[src/rtl/card_game_sequencer_if.sv]
// card_game_sequencer_if: debounced player request levels in, game status and display data out.
interface card_game_sequencer_if #(parameter int SUM_W = 5);
    logic             start, p1_hit, p1_stand, p2_hit, p2_stand;
    logic [SUM_W-1:0] p1_sum, p2_sum;
    logic [3:0]       p1_first, p2_first, last_card;
    logic             card_valid, p1_bust, p2_bust;
    logic [1:0]       turn, winner;
    modport master (
        output start, p1_hit, p1_stand, p2_hit, p2_stand,
        input  p1_sum, p2_sum, p1_first, p2_first, last_card, card_valid, turn, p1_bust, p2_bust, winner
    );
    modport slave (
        input  start, p1_hit, p1_stand, p2_hit, p2_stand,
        output p1_sum, p2_sum, p1_first, p2_first, last_card, card_valid, turn, p1_bust, p2_bust, winner
    );
endinterface

[src/rtl/card_game_sequencer.sv]
// card_game_sequencer: two-player 21-points turn sequencer sharing one free-running card source.
module card_game_sequencer #(
    parameter int TARGET   = 21,
    parameter int CARD_MAX = 10,
    parameter int SUM_W    = 5
) (
    input logic                  kHz,
    input logic                  Reset,
    card_game_sequencer_if.slave bus
);
    typedef enum logic [2:0] {S_IDLE, S_D1, S_D2, S_P1, S_P2, S_RESULT, S_DONE} state_t;
    state_t           r_state;
    logic [3:0]       r_card, r_p1_first, r_p2_first, r_last_card;
    logic [SUM_W-1:0] r_p1_sum, r_p2_sum;
    logic             r_card_valid, r_p1_bust, r_p2_bust;
    logic [1:0]       r_turn, r_winner;
    logic             r_start_q, r_p1_hit_q, r_p1_stand_q, r_p2_hit_q, r_p2_stand_q;
    logic             w_start_e, w_p1_hit_e, w_p1_stand_e, w_p2_hit_e, w_p2_stand_e;
    logic [SUM_W-1:0] w_card, w_p1_next, w_p2_next;

    assign w_start_e    = bus.start    & ~r_start_q;
    assign w_p1_hit_e   = bus.p1_hit   & ~r_p1_hit_q;
    assign w_p1_stand_e = bus.p1_stand & ~r_p1_stand_q;
    assign w_p2_hit_e   = bus.p2_hit   & ~r_p2_hit_q;
    assign w_p2_stand_e = bus.p2_stand & ~r_p2_stand_q;
    assign w_card       = SUM_W'(r_card);
    assign w_p1_next    = r_p1_sum + w_card;
    assign w_p2_next    = r_p2_sum + w_card;

    always_ff @(posedge kHz or negedge Reset) begin
        if (!Reset) begin
            r_state      <= S_IDLE;
            r_card       <= 4'd1;
            r_p1_first   <= '0;
            r_p2_first   <= '0;
            r_last_card  <= '0;
            r_p1_sum     <= '0;
            r_p2_sum     <= '0;
            r_card_valid <= 1'b0;
            r_p1_bust    <= 1'b0;
            r_p2_bust    <= 1'b0;
            r_turn       <= 2'b00;
            r_winner     <= 2'b00;
            r_start_q    <= 1'b0;
            r_p1_hit_q   <= 1'b0;
            r_p1_stand_q <= 1'b0;
            r_p2_hit_q   <= 1'b0;
            r_p2_stand_q <= 1'b0;
        end else begin
            r_card       <= (r_card == 4'(CARD_MAX)) ? 4'd1 : r_card + 4'd1;
            r_start_q    <= bus.start;
            r_p1_hit_q   <= bus.p1_hit;
            r_p1_stand_q <= bus.p1_stand;
            r_p2_hit_q   <= bus.p2_hit;
            r_p2_stand_q <= bus.p2_stand;
            r_card_valid <= 1'b0;
            case (r_state)
                S_IDLE, S_DONE: if (w_start_e) r_state <= S_D1;
                S_D1: begin
                    r_p1_first   <= r_card;
                    r_p1_sum     <= w_card;
                    r_last_card  <= r_card;
                    r_card_valid <= 1'b1;
                    r_p2_first   <= '0;
                    r_p2_sum     <= '0;
                    r_p1_bust    <= 1'b0;
                    r_p2_bust    <= 1'b0;
                    r_winner     <= 2'b00;
                    r_state      <= S_D2;
                end
                S_D2: begin
                    r_p2_first   <= r_card;
                    r_p2_sum     <= w_card;
                    r_last_card  <= r_card;
                    r_card_valid <= 1'b1;
                    r_turn       <= 2'b01;
                    r_state      <= S_P1;
                end
                // stand takes priority over a simultaneous hit
                S_P1: if (w_p1_stand_e) begin
                    r_turn  <= 2'b10;
                    r_state <= S_P2;
                end else if (w_p1_hit_e) begin
                    r_p1_sum     <= w_p1_next;
                    r_last_card  <= r_card;
                    r_card_valid <= 1'b1;
                    if (w_p1_next > SUM_W'(TARGET)) begin
                        r_p1_bust <= 1'b1;
                        r_turn    <= 2'b00;
                        r_state   <= S_RESULT;
                    end
                end
                S_P2: if (w_p2_stand_e) begin
                    r_turn  <= 2'b00;
                    r_state <= S_RESULT;
                end else if (w_p2_hit_e) begin
                    r_p2_sum     <= w_p2_next;
                    r_last_card  <= r_card;
                    r_card_valid <= 1'b1;
                    if (w_p2_next > SUM_W'(TARGET)) begin
                        r_p2_bust <= 1'b1;
                        r_turn    <= 2'b00;
                        r_state   <= S_RESULT;
                    end
                end
                S_RESULT: begin
                    r_winner <= r_p1_bust ? 2'b10 : r_p2_bust ? 2'b01 :
                                (r_p1_sum > r_p2_sum) ? 2'b01 : (r_p2_sum > r_p1_sum) ? 2'b10 : 2'b11;
                    r_state  <= S_DONE;
                end
                default: r_state <= S_IDLE;
            endcase
        end
    end

    assign bus.p1_sum     = r_p1_sum;
    assign bus.p2_sum     = r_p2_sum;
    assign bus.p1_first   = r_p1_first;
    assign bus.p2_first   = r_p2_first;
    assign bus.last_card  = r_last_card;
    assign bus.card_valid = r_card_valid;
    assign bus.turn       = r_turn;
    assign bus.p1_bust    = r_p1_bust;
    assign bus.p2_bust    = r_p2_bust;
    assign bus.winner     = r_winner;
endmodule
[src/flat_wrapper.sv]
// flat-port wrapper written by rule: the top's interface ports become plain ports
module card_game_sequencer_flat 
#(
    parameter int TARGET   = 21,
    parameter int CARD_MAX = 10,
    parameter int SUM_W    = 5
)
  (kHz, Reset, bus_start, bus_p1_hit, bus_p1_stand, bus_p2_hit, bus_p2_stand, bus_p1_sum, bus_p2_sum, bus_p1_first, bus_p2_first, bus_last_card, bus_card_valid, bus_turn, bus_p1_bust, bus_p2_bust, bus_winner);
  card_game_sequencer_if #(.SUM_W(SUM_W)) bus_i ();
  input logic kHz;
  input logic Reset;
  input wire logic [$bits(bus_i.start)-1:0] bus_start;
  input wire logic [$bits(bus_i.p1_hit)-1:0] bus_p1_hit;
  input wire logic [$bits(bus_i.p1_stand)-1:0] bus_p1_stand;
  input wire logic [$bits(bus_i.p2_hit)-1:0] bus_p2_hit;
  input wire logic [$bits(bus_i.p2_stand)-1:0] bus_p2_stand;
  output wire logic [$bits(bus_i.p1_sum)-1:0] bus_p1_sum;
  output wire logic [$bits(bus_i.p2_sum)-1:0] bus_p2_sum;
  output wire logic [$bits(bus_i.p1_first)-1:0] bus_p1_first;
  output wire logic [$bits(bus_i.p2_first)-1:0] bus_p2_first;
  output wire logic [$bits(bus_i.last_card)-1:0] bus_last_card;
  output wire logic [$bits(bus_i.card_valid)-1:0] bus_card_valid;
  output wire logic [$bits(bus_i.turn)-1:0] bus_turn;
  output wire logic [$bits(bus_i.p1_bust)-1:0] bus_p1_bust;
  output wire logic [$bits(bus_i.p2_bust)-1:0] bus_p2_bust;
  output wire logic [$bits(bus_i.winner)-1:0] bus_winner;
  assign bus_i.start = bus_start;
  assign bus_i.p1_hit = bus_p1_hit;
  assign bus_i.p1_stand = bus_p1_stand;
  assign bus_i.p2_hit = bus_p2_hit;
  assign bus_i.p2_stand = bus_p2_stand;
  assign bus_p1_sum = bus_i.p1_sum;
  assign bus_p2_sum = bus_i.p2_sum;
  assign bus_p1_first = bus_i.p1_first;
  assign bus_p2_first = bus_i.p2_first;
  assign bus_last_card = bus_i.last_card;
  assign bus_card_valid = bus_i.card_valid;
  assign bus_turn = bus_i.turn;
  assign bus_p1_bust = bus_i.p1_bust;
  assign bus_p2_bust = bus_i.p2_bust;
  assign bus_winner = bus_i.winner;
  card_game_sequencer #(.TARGET(TARGET), .CARD_MAX(CARD_MAX), .SUM_W(SUM_W)) u_core (.kHz(kHz), .Reset(Reset), .bus(bus_i));
endmodule
[config.mk]
export PLATFORM = sky130hd
export DESIGN_NAME = card_game_sequencer_flat
export DESIGN_NICKNAME = d
export VERILOG_FILES = /design/src/rtl/card_game_sequencer_if.sv /design/src/rtl/card_game_sequencer.sv /design/src/flat_wrapper.sv
export SDC_FILE = /design/constraint.sdc
export NUM_CORES = 1
export LEC_CHECK = 0
export ABC_CLOCK_PERIOD_IN_PS = 5000
export CORE_UTILIZATION = 55
export DETAILED_ROUTE_END_ITERATION = 6
export PLACE_DENSITY = 0.88
export SYNTH_ARGS = -nofsm -noshare
export SYNTH_HDL_FRONTEND = slang
export SYNTH_SLANG_ARGS = --single-unit
[constraint.sdc]
create_clock -name kHz -period 5 [get_ports kHz]
set_clock_uncertainty 0.15 [all_clocks]
set_input_delay 0.75 -clock kHz [delete_from_list [all_inputs] [get_ports kHz]]
set_output_delay 0.75 -clock kHz [all_outputs]
set_load 0.005 [all_outputs]
Word-level counts from Yosys, hierarchy flattened. Index checks and enable logic that the tools add are counted. W data, S select, Z words.

Register bits: 41. Bits of input ports: 7.

Reductions and logical operators: 17. Multiplexer cells: 46. Bitwise gates (word level): 10. $lt $le $gt $ge: 4. $add $sub $neg: 3. Eq/ne operators: 18.

Operators with widths (count): $mux W3 (7); $mux W4 (5); $mux W5 (4); $mux W2 (9); $pmux W3 S6 (1); $pmux W5 S3 (1); $reduce_and A5 Y1 (3); $ne A3 B1 Y1 const B (4); $pmux W4 S3 (1); $mux W1 (11); $add A5 B4 Y5 (2); $gt A5 B5 Y1 (2); $gt A5 B5 Y1 const B (2); $ne A2 B1 Y1 const B (5); $pmux W5 S2 (1); $eq A3 B3 Y1 const B (3); $reduce_bool A3 Y1 (3); $pmux W4 S2 (1); $reduce_and A4 Y1 (2); $reduce_bool A2 Y1 (4); $eq A3 B2 Y1 const B (2); $pmux W2 S3 (1); $reduce_and A3 Y1 (2); $and A1 B1 Y1 (5); other kinds (10) (17).

Longest topological paths before layout. Gate-level depths: netlist of the first run.

Depth in word-level cells: 6. Mapped depth: 8.

Worst setup path before layout of the first run. OpenSTA, ideal clock, no wires.

Path kind: flip-flop to flip-flop. From: register u_core.r_p1_sum[0], in the netlist u_core.bus.p1_sum[0]. To: register u_core.r_turn[1], in the netlist u_core.bus.turn[1]. Clock period less this slack: 2.437 ns. Stages on the path, launching flop included: 9. Path slack: 2.563 ns. Setup time: 0.126 ns. Arrival: 2.161 ns. Buffers on the path: 0. Data required time: 4.724 ns. Cells stage by stage: dfrtp_1 -> ha_1 -> fa_1 -> a211oi_1 -> or3b_1 -> o311ai_1 -> o21ai_2 -> o21ai_1 -> a221o_1.

Cells in the longest elaborated chain, start to end: 4.

RTL lines: start: declaration (line card_game_sequencer.sv:14) `logic [SUM_W-1:0] r_p1_sum, r_p2_sum;`; start signal: assignment (line card_game_sequencer.sv:61) `r_p1_sum <= w_card;`; start signal: assignment (line card_game_sequencer.sv:84) `r_p1_sum <= w_p1_next;`; $add A5 B4 Y5 (line card_game_sequencer.sv:27) `assign w_p1_next = r_p1_sum + w_card;`; $gt A5 B5 Y1 (line card_game_sequencer.sv:87) `if (w_p1_next > SUM_W'(TARGET)) begin`; $ne A3 B1 Y1 (no line); $reduce_and A5 Y1 (no line); end signal: assignment (line card_game_sequencer.sv:42) `r_turn <= 2'b00;`; end signal: assignment (line card_game_sequencer.sv:89) `r_turn <= 2'b00;`; end signal: assignment (line card_game_sequencer.sv:94) `r_turn <= 2'b00;`; end: declaration (line card_game_sequencer.sv:16) `logic [1:0] r_turn, r_winner;`.

Every way passes these cells. A chain may end at the register's enable or synchronous reset.

Final worst setup path of the first run.
From: register u_core.r_card[1]. To: register u_core.r_turn[1], in the netlist u_core.bus.turn[1].

Cells in the longest elaborated chain, start to end: 4.

RTL lines: start: declaration (line card_game_sequencer.sv:13) `logic [3:0] r_card, r_p1_first, r_p2_first, r_last_card;`; start signal: assignment (line card_game_sequencer.sv:50) `r_card <= (r_card == 4'(CARD_MAX)) ? 4'd1 : r_card + 4'd1;`; $add A5 B4 Y5 (on tied branches) (line card_game_sequencer.sv:28, card_game_sequencer.sv:27); $gt A5 B5 Y1 (on tied branches) (line card_game_sequencer.sv:100, card_game_sequencer.sv:87); $ne A3 B1 Y1 (no line); $reduce_and A5 Y1 (no line) (*); end signal: assignment (line card_game_sequencer.sv:42); end signal: assignment (line card_game_sequencer.sv:94); end signal: assignment (line card_game_sequencer.sv:102) `r_turn <= 2'b00;`.

Mark *: on every way between the ends. The rest lies on a longest branch, timed or not.

==> run_results.csv, run 1 <==
group,metric,value,unit
power_and_ir_drop,seqPwrFrac,0.341,
sta,rsz0062_at_grt,"false",
floorplanning,io_pins,36,
sta,drv_slew,0,
placement,dp_hpwl,3.40,mm
synthesis,synthesis.nets,257,
synthesis,async_reset_ff_frac,1.00,
final_layout,layout.nets,289,
clock_tree,cts_tree,"done",
setup_path,path_class,"reg2reg",
sta,post-route-min-period,2.74,ns
route,drtIter0Drc,140,
grt,grt_max_degree,42,
clock_tree,cts_max_level,2,
power_and_ir_drop,intPower,1000,uW
power_and_ir_drop,irDropWorstVdd,0.413,mV
synthesis,synth_cells,234,
grt,grt_pass1_wl,7.87,mm
sta,tightest_slew,0.900,ns
route,post-route-drc-count,0,
grt,grt_overflow,0,
route,wirelength,4.80,mm
synthesis,ys_warn_count,0,
power_and_ir_drop,p_leak,0.00125,uW
route,first_pass_iters,4,
final_layout,area_growth,19.3,%
clock_tree,cts_setup_buffers,0,
clock_tree,clockBufferDepth,2,
power_and_ir_drop,switchingPower,669,uW
synthesis,ys_seq_area_frac,0.446,
power_and_ir_drop,switching_share,0.400,
grt,grt_pass1_vias,1709,
floorplanning,start_util,0.576,
clock_tree,numCtsBuffers,5,
synthesis,synth_edf_count,0,
clock_tree,cts_resized,0,
min_path,hold_class,"reg2reg",
setup_path,start_kind,"flip-flop",
clock_tree,clkTransAtPathRegs,0.08,ns
sta,finalHoldViolCount,0,
floorplanning,rows,23,
floorplanning,die-area,0.00445,mm2
grt,antenna_found_initial,0,
clock_tree,cts.sinks,41,
synthesis,ys_seq_elements,41,
sta,fin_tns_setup,0,ns
clock_tree,holdBufCountCts,0,
route,vias_per_cell,5.92,
placement,port-buffer-count,35,
final_layout,drive_above_1_share,0.0861,
grt,grt.total_usage,0.240,
power_and_ir_drop,clkPwrFrac,0.127,
clock_tree,clock_latency,0.30,ns
status,outcome,"completed",
sta,setup_violations,0,
sta,max_freq,365,MHz
floorplanning,die_width,66.7,um
power_and_ir_drop,power_frac_comb,0.532,
final_layout,fillers,325,
floorplanning,core_area,0.00400,mm2
setup_path,path_max_fanout,14,
route,ant_nets,0,
sta,relSlewSlack,0.400,
power_and_ir_drop,p_total,1670,uW
floorplanning,die_h,66.7,um
synthesis,avgSynthCellArea,9.84,um2
sta,fin_crit_sh,0.548,
power_and_ir_drop,powerDensity,609,mW/mm2
run,max-cap-violations,0,
setup_path,worstPathRequired,5.04,ns
synthesis,synth_flop_cell,"dfrtp_1",
route,wl_per_cell,15.1,um
setup_path,cp-end-kind,"flip-flop",
route,vias,1877,
synthesis,ys_types,50,
synthesis,synth_area,0.00230,mm2
final_layout,multi_input_area,0.00117,mm2
final_layout,register_area,0.00103,mm2
setup_path,cp.arrival,2.78,ns
placement,gp_congestion,0.859,
clock_tree,cts_root_buf,"clkbuf_8",
final_layout,antennaDiodeCount,0,
-- Yosys cell counts (3+ instances only) --
library cell,instances,share of area
nor2b_1,5,0.014
a21oi_1,17,0.037
ha_1,14,0.076
xnor2_1,4,0.015
dfrtp_1,40,0.43
mux2i_1,4,0.017
nand2_1,28,0.046
clkbuf_1,6,0.0098
inv_1,14,0.023
nor2_1,10,0.016
nor3b_1,3,0.0098
nand3_1,3,0.0065
mux2_4,3,0.020
o21ai_1,6,0.013
o21ai_0,16,0.035
buf_2,3,0.0065
nand2b_1,7,0.019
a22oi_1,7,0.023
-- per-layer routing --
metal,track usage,part of all wire,routed length (um),vias to the layer above
li1,-,-,-,892
met1,0.325,0.45,2170,910
met2,0.365,0.47,2240,61
met3,0.0582,0.061,293,14
met4,0.0957,0.022,104,0
met5,0,0,0,-
-- power by group through the flow --
stage / combinational [uW] / clock, uW / sequential (uW)
final: 889 / 212 / 571
after global routing: 997 / 227 / 592
after CTS: 890 / 219 / 570
after detailed placement: 879 / 0 / 573
after global placement: 853 / 0 / 573
after floorplan: 614 / 0 / 536
-- final timing paths --
| check | startpoint | endpoint | slack [ns] | cells past startpoint |
|---|---|---|---|---|
| min in group asynchronous | Reset | u_core.r_start_q | 0.41 | 1 |
| max | u_core.r_card[1] | u_core.bus.turn[1] | 2.26 | 7 |
| min | u_core.bus.winner[0] | u_core.bus.winner[0] | 0.34 | 2 |
| max reg2reg | u_core.r_card[1] | u_core.bus.turn[1] | 2.26 | 7 |
| min reg2reg | u_core.bus.winner[0] | u_core.bus.winner[0] | 0.34 | 2 |
| max in group asynchronous | Reset | u_core.bus.p1_first[3] | 3.71 | 1 |
-- state kept, by name, summed over array words and instances (netlist names), 2 cells and up --
register	flops
u_core.bus.p1_sum	5
u_core.r_card	4
u_core.bus.p2_first	4
u_core.bus.winner	2
u_core.bus.turn	2
u_core.bus.p1_first	4
u_core.r_state	3
u_core.bus.p2_sum	5
u_core.bus.last_card	4
-- worst max-delay path, cell delays in order, from the launching register on --
cell      delay [ns]
dfrtp_1         0.57
fa_1            0.55
a211oi_1        0.32
or3b_1          0.19
o311ai_1        0.15
o21ai_2         0.21
o21ai_1         0.13
a221o_1         0.36
-- final cells by class --
type,count,area share
clock buffer,5,0.0250
sequential,41,0.374
timing repair buffer,35,0.126
multi-input combinational,168,0.426
tap,50,0.0228
inverter,15,0.0205
clock inverter,3,0.00638
-- placed cells by master (no fill, tap or decap), types with 4 or more instances in the layout --
master,n
a22oi_1,7
nand2_1,28
nand2b_1,7
clkbuf_8,5
xnor2_1,4
inv_1,14
a21oi_1,17
o21ai_0,16
ha_1,14
mux2i_1,4
clkdlybuf4s50_1,34
nor2b_1,5
nor2_1,10
dfrtp_1,40
o21ai_1,6
-- stage by stage --
stage | area [um2] | cells | hold WS [ns] | util | setup slack [ns]
final | 2750 | 317 | 0.336 | 0.687 | 2.26
after global routing | 2750 | 317 | 0.357 | 0.687 | 2.09
after CTS | 2750 | 317 | 0.342 | 0.687 | 2.27
after detailed placement | 2660 | 309 | 0.325 | 0.665 | 2.04
after global placement | 2660 | 309 | 0.304 | 0.665 | 2.07
after floorplan | 2300 | 234 | 0.304 | - | 2.56
-- kinds of logic after synthesis --
logic type | Yosys count | synth area share
mux | 11 | 0.0565
flops | 41 | 0.446
fa+ha+maj | 16 | 0.0935
simple gates | 69 | 0.153
buf+inv | 25 | 0.0456
compound gates | 66 | 0.182
xor+xnor | 6 | 0.0228
No activity file was read; power rests on OpenSTA's default activity.
==> run 2, diff against run 1 <==
ABC_CLOCK_PERIOD_IN_PS = 2500   (was 5000)
CORE_UTILIZATION = 48   (was 55)
PLACE_DENSITY = 0.82   (was 0.88)
clock period = 2.5 ns   (was 5 ns; I/O delays follow)
==> run 2 against run 1 <==
Via count is 0.43% lower; highest routed layer unchanged; critical path type unchanged; the run now ends with DRC left; worst hold slack worse by 0.0058 ns; clock power grew 100%; sequential share of layout area is 2.7 points lower.
==> run_results.csv, run 2 (synthesized netlist as in run 1, its figures left out) <==
group,metric,value,unit
min_path,hold_path_depth,2,
power_and_ir_drop,clkPwrFrac,0.119,
route,ant_nets,0,
clock_tree,cts_setup_buffers,0,
grt,grt_pass1_vias,1906,
floorplanning,rows,24,
sta,tightest_slew,0.519,ns
placement,port-buffer-count,35,
placement,dp.cells,328,
clock_tree,clockBufferDepth,2,
clock_tree,clock_latency,0.31,ns
final_layout,layout_commonest_cell,"dfrtp_1",
setup_path,ff2ff_path_depth,8,
power_and_ir_drop,switching_share,0.399,
floorplanning,io_pins,36,
grt,antenna_found_initial,0,
power_and_ir_drop,p_leak,0.00135,uW
floorplanning,start_util,0.515,
sta,drv_slew,0,
sta,finalHoldViolCount,0,
min_path,hold_class,"reg2reg",
placement,gp_congestion,0.895,
route,wl_per_cell,15.4,um
clock_tree,numCtsBuffers,5,
setup_path,path_max_fanout,3,
power_and_ir_drop,intPower,2170,uW
power_and_ir_drop,powerDensity,1220,mW/mm2
route,post-route-drc-count,5,
grt,grt_overflow,0,
floorplanning,die_h,71.3,um
floorplanning,die_width,71.3,um
final_layout,final_util,0.663,
route,wirelength,5.20,mm
final_layout,fillers,352,
clock_tree,clkTransAtPathRegs,0.08,ns
route,drtIter0Drc,131,
clock_tree,cts_tree,"done",
final_layout,finalNonFillerCells,337,
sta,fin_tns_setup,0,ns
setup_path,ff2ff_setup_slack,0.12,ns
sta,setup_violations,0,
grt,grt.total_usage,0.227,
sta,max_freq,420,MHz
clock_tree,cts_max_level,2,
clock_tree,cts_root_buf,"clkbuf_8",
placement,dp_hpwl,3.96,mm
power_and_ir_drop,irDropWorstVdd,0.673,mV
setup_path,worstPathRequired,2.54,ns
power_and_ir_drop,switchingPower,1440,uW
final_layout,area_growth,28.9,%
route,first_pass_iters,7,
grt,grt_max_degree,22,
status,violations,"DRC",
power_and_ir_drop,seqPwrFrac,0.297,
status,outcome,"complete, but fails checks",
sta,post-route-min-period,2.38,ns
floorplanning,core_area,0.00447,mm2
route,vias_per_cell,5.55,
sta,relSlewSlack,0.654,
final_layout,drive_above_1_share,0.186,
run,max-cap-violations,0,
setup_path,start_kind,"flip-flop",
setup_path,cp-end-kind,"flip-flop",
clock_tree,cts.sinks,41,
setup_path,cp.arrival,2.43,ns
route,vias,1869,
sta,rsz0062_at_grt,"false",
sta,fin_crit_sh,0.952,
floorplanning,die-area,0.00508,mm2
final_layout,layout.nets,307,
final_layout,antennaDiodeCount,0,
final_layout,layout_common_cells,"dfrtp_1 (39), clkdlybuf4s50_1 (34), nand2_1 (28)",
grt,grt_pass1_wl,8.81,mm
power_and_ir_drop,power_frac_comb,0.584,
setup_path,path_class,"reg2reg",
-- run 2: cell types whose count changed in the layout (fill, tap and decap cells not counted), sizes merged --
cell	previous run	this run
buf	1	18
dlygate4sd3	0	1
-- run 2: layout make-up --
class | count | area (um2) | share of cell area
multi-input combinational | 168 | 1230 | 0.416
tap | 52 | 65.1 | 0.0219
clock inverter | 3 | 17.5 | 0.00590
inverter | 15 | 56.3 | 0.0190
clock buffer | 5 | 68.8 | 0.0232
timing repair buffer | 53 | 495 | 0.167
sequential | 41 | 1030 | 0.347
-- run 2: power by group through the flow --
stage / logic, uW / clock network, uW / registers [uW]
after floorplan: 1230 / 0 / 1070
after global placement: 1930 / 0 / 1080
after detailed placement: 2000 / 0 / 1080
after CTS: 2020 / 438 / 1070
after global routing: 2350 / 470 / 1110
final: 2110 / 429 / 1070
-- run 2: final timing paths --
check | start | end
max | u_core.bus.p1_sum[0] | u_core.bus.turn[1]
max reg2reg | u_core.bus.p1_sum[0] | u_core.bus.turn[1]
max in group asynchronous | Reset | u_core.bus.p2_bust
min in group asynchronous | Reset | u_core.r_card[3]
min reg2reg | u_core.bus.winner[0] | u_core.bus.winner[0]
min | u_core.bus.winner[0] | u_core.bus.winner[0]
-- run 2: metal layers --
layer  routed length (um)  GRT usage  up-vias  share of wire
met3                  315     0.0675       12          0.061
met1                 2350      0.289      891           0.45
met2                 2450      0.372       48           0.47
li1                     -          -      918              -
met4                   80     0.0733        0          0.015
met5                    0          0        -              0
-- run 2: worst max-delay path, cell delays in order (launching register included) --
cell and delay [ns]:
dfrtp_1 0.41, ha_4 0.18, fa_2 0.55, nand2_1 0.06
o22ai_1 0.16, o311ai_2 0.17, o21ai_2 0.17, o21ai_2 0.09
a221o_1 0.34
-- run 2: timing repair --
action,in CTS,in global routing
hold buffers,1,0
endpoints found under the hold margin,19,0
pin swaps,0,2
endpoints found under the setup margin,1,4
gates resized for setup,1,13
-- run 2: through the flow --
stage | instance area (um2) | power, uW | worst slack (ns) | hold slack (ns)
floorplan | 2300 | 2300 | 0.0625 | -0.0706
global placement | 2800 | 3010 | 0.0989 | 0.216
detailed placement | 2800 | 3080 | 0.00718 | 0.228
CTS | 2910 | 3520 | 0.0127 | 0.344
global route | 2970 | 3930 | 0.0158 | 0.353
finish | 2970 | 3620 | 0.119 | 0.330
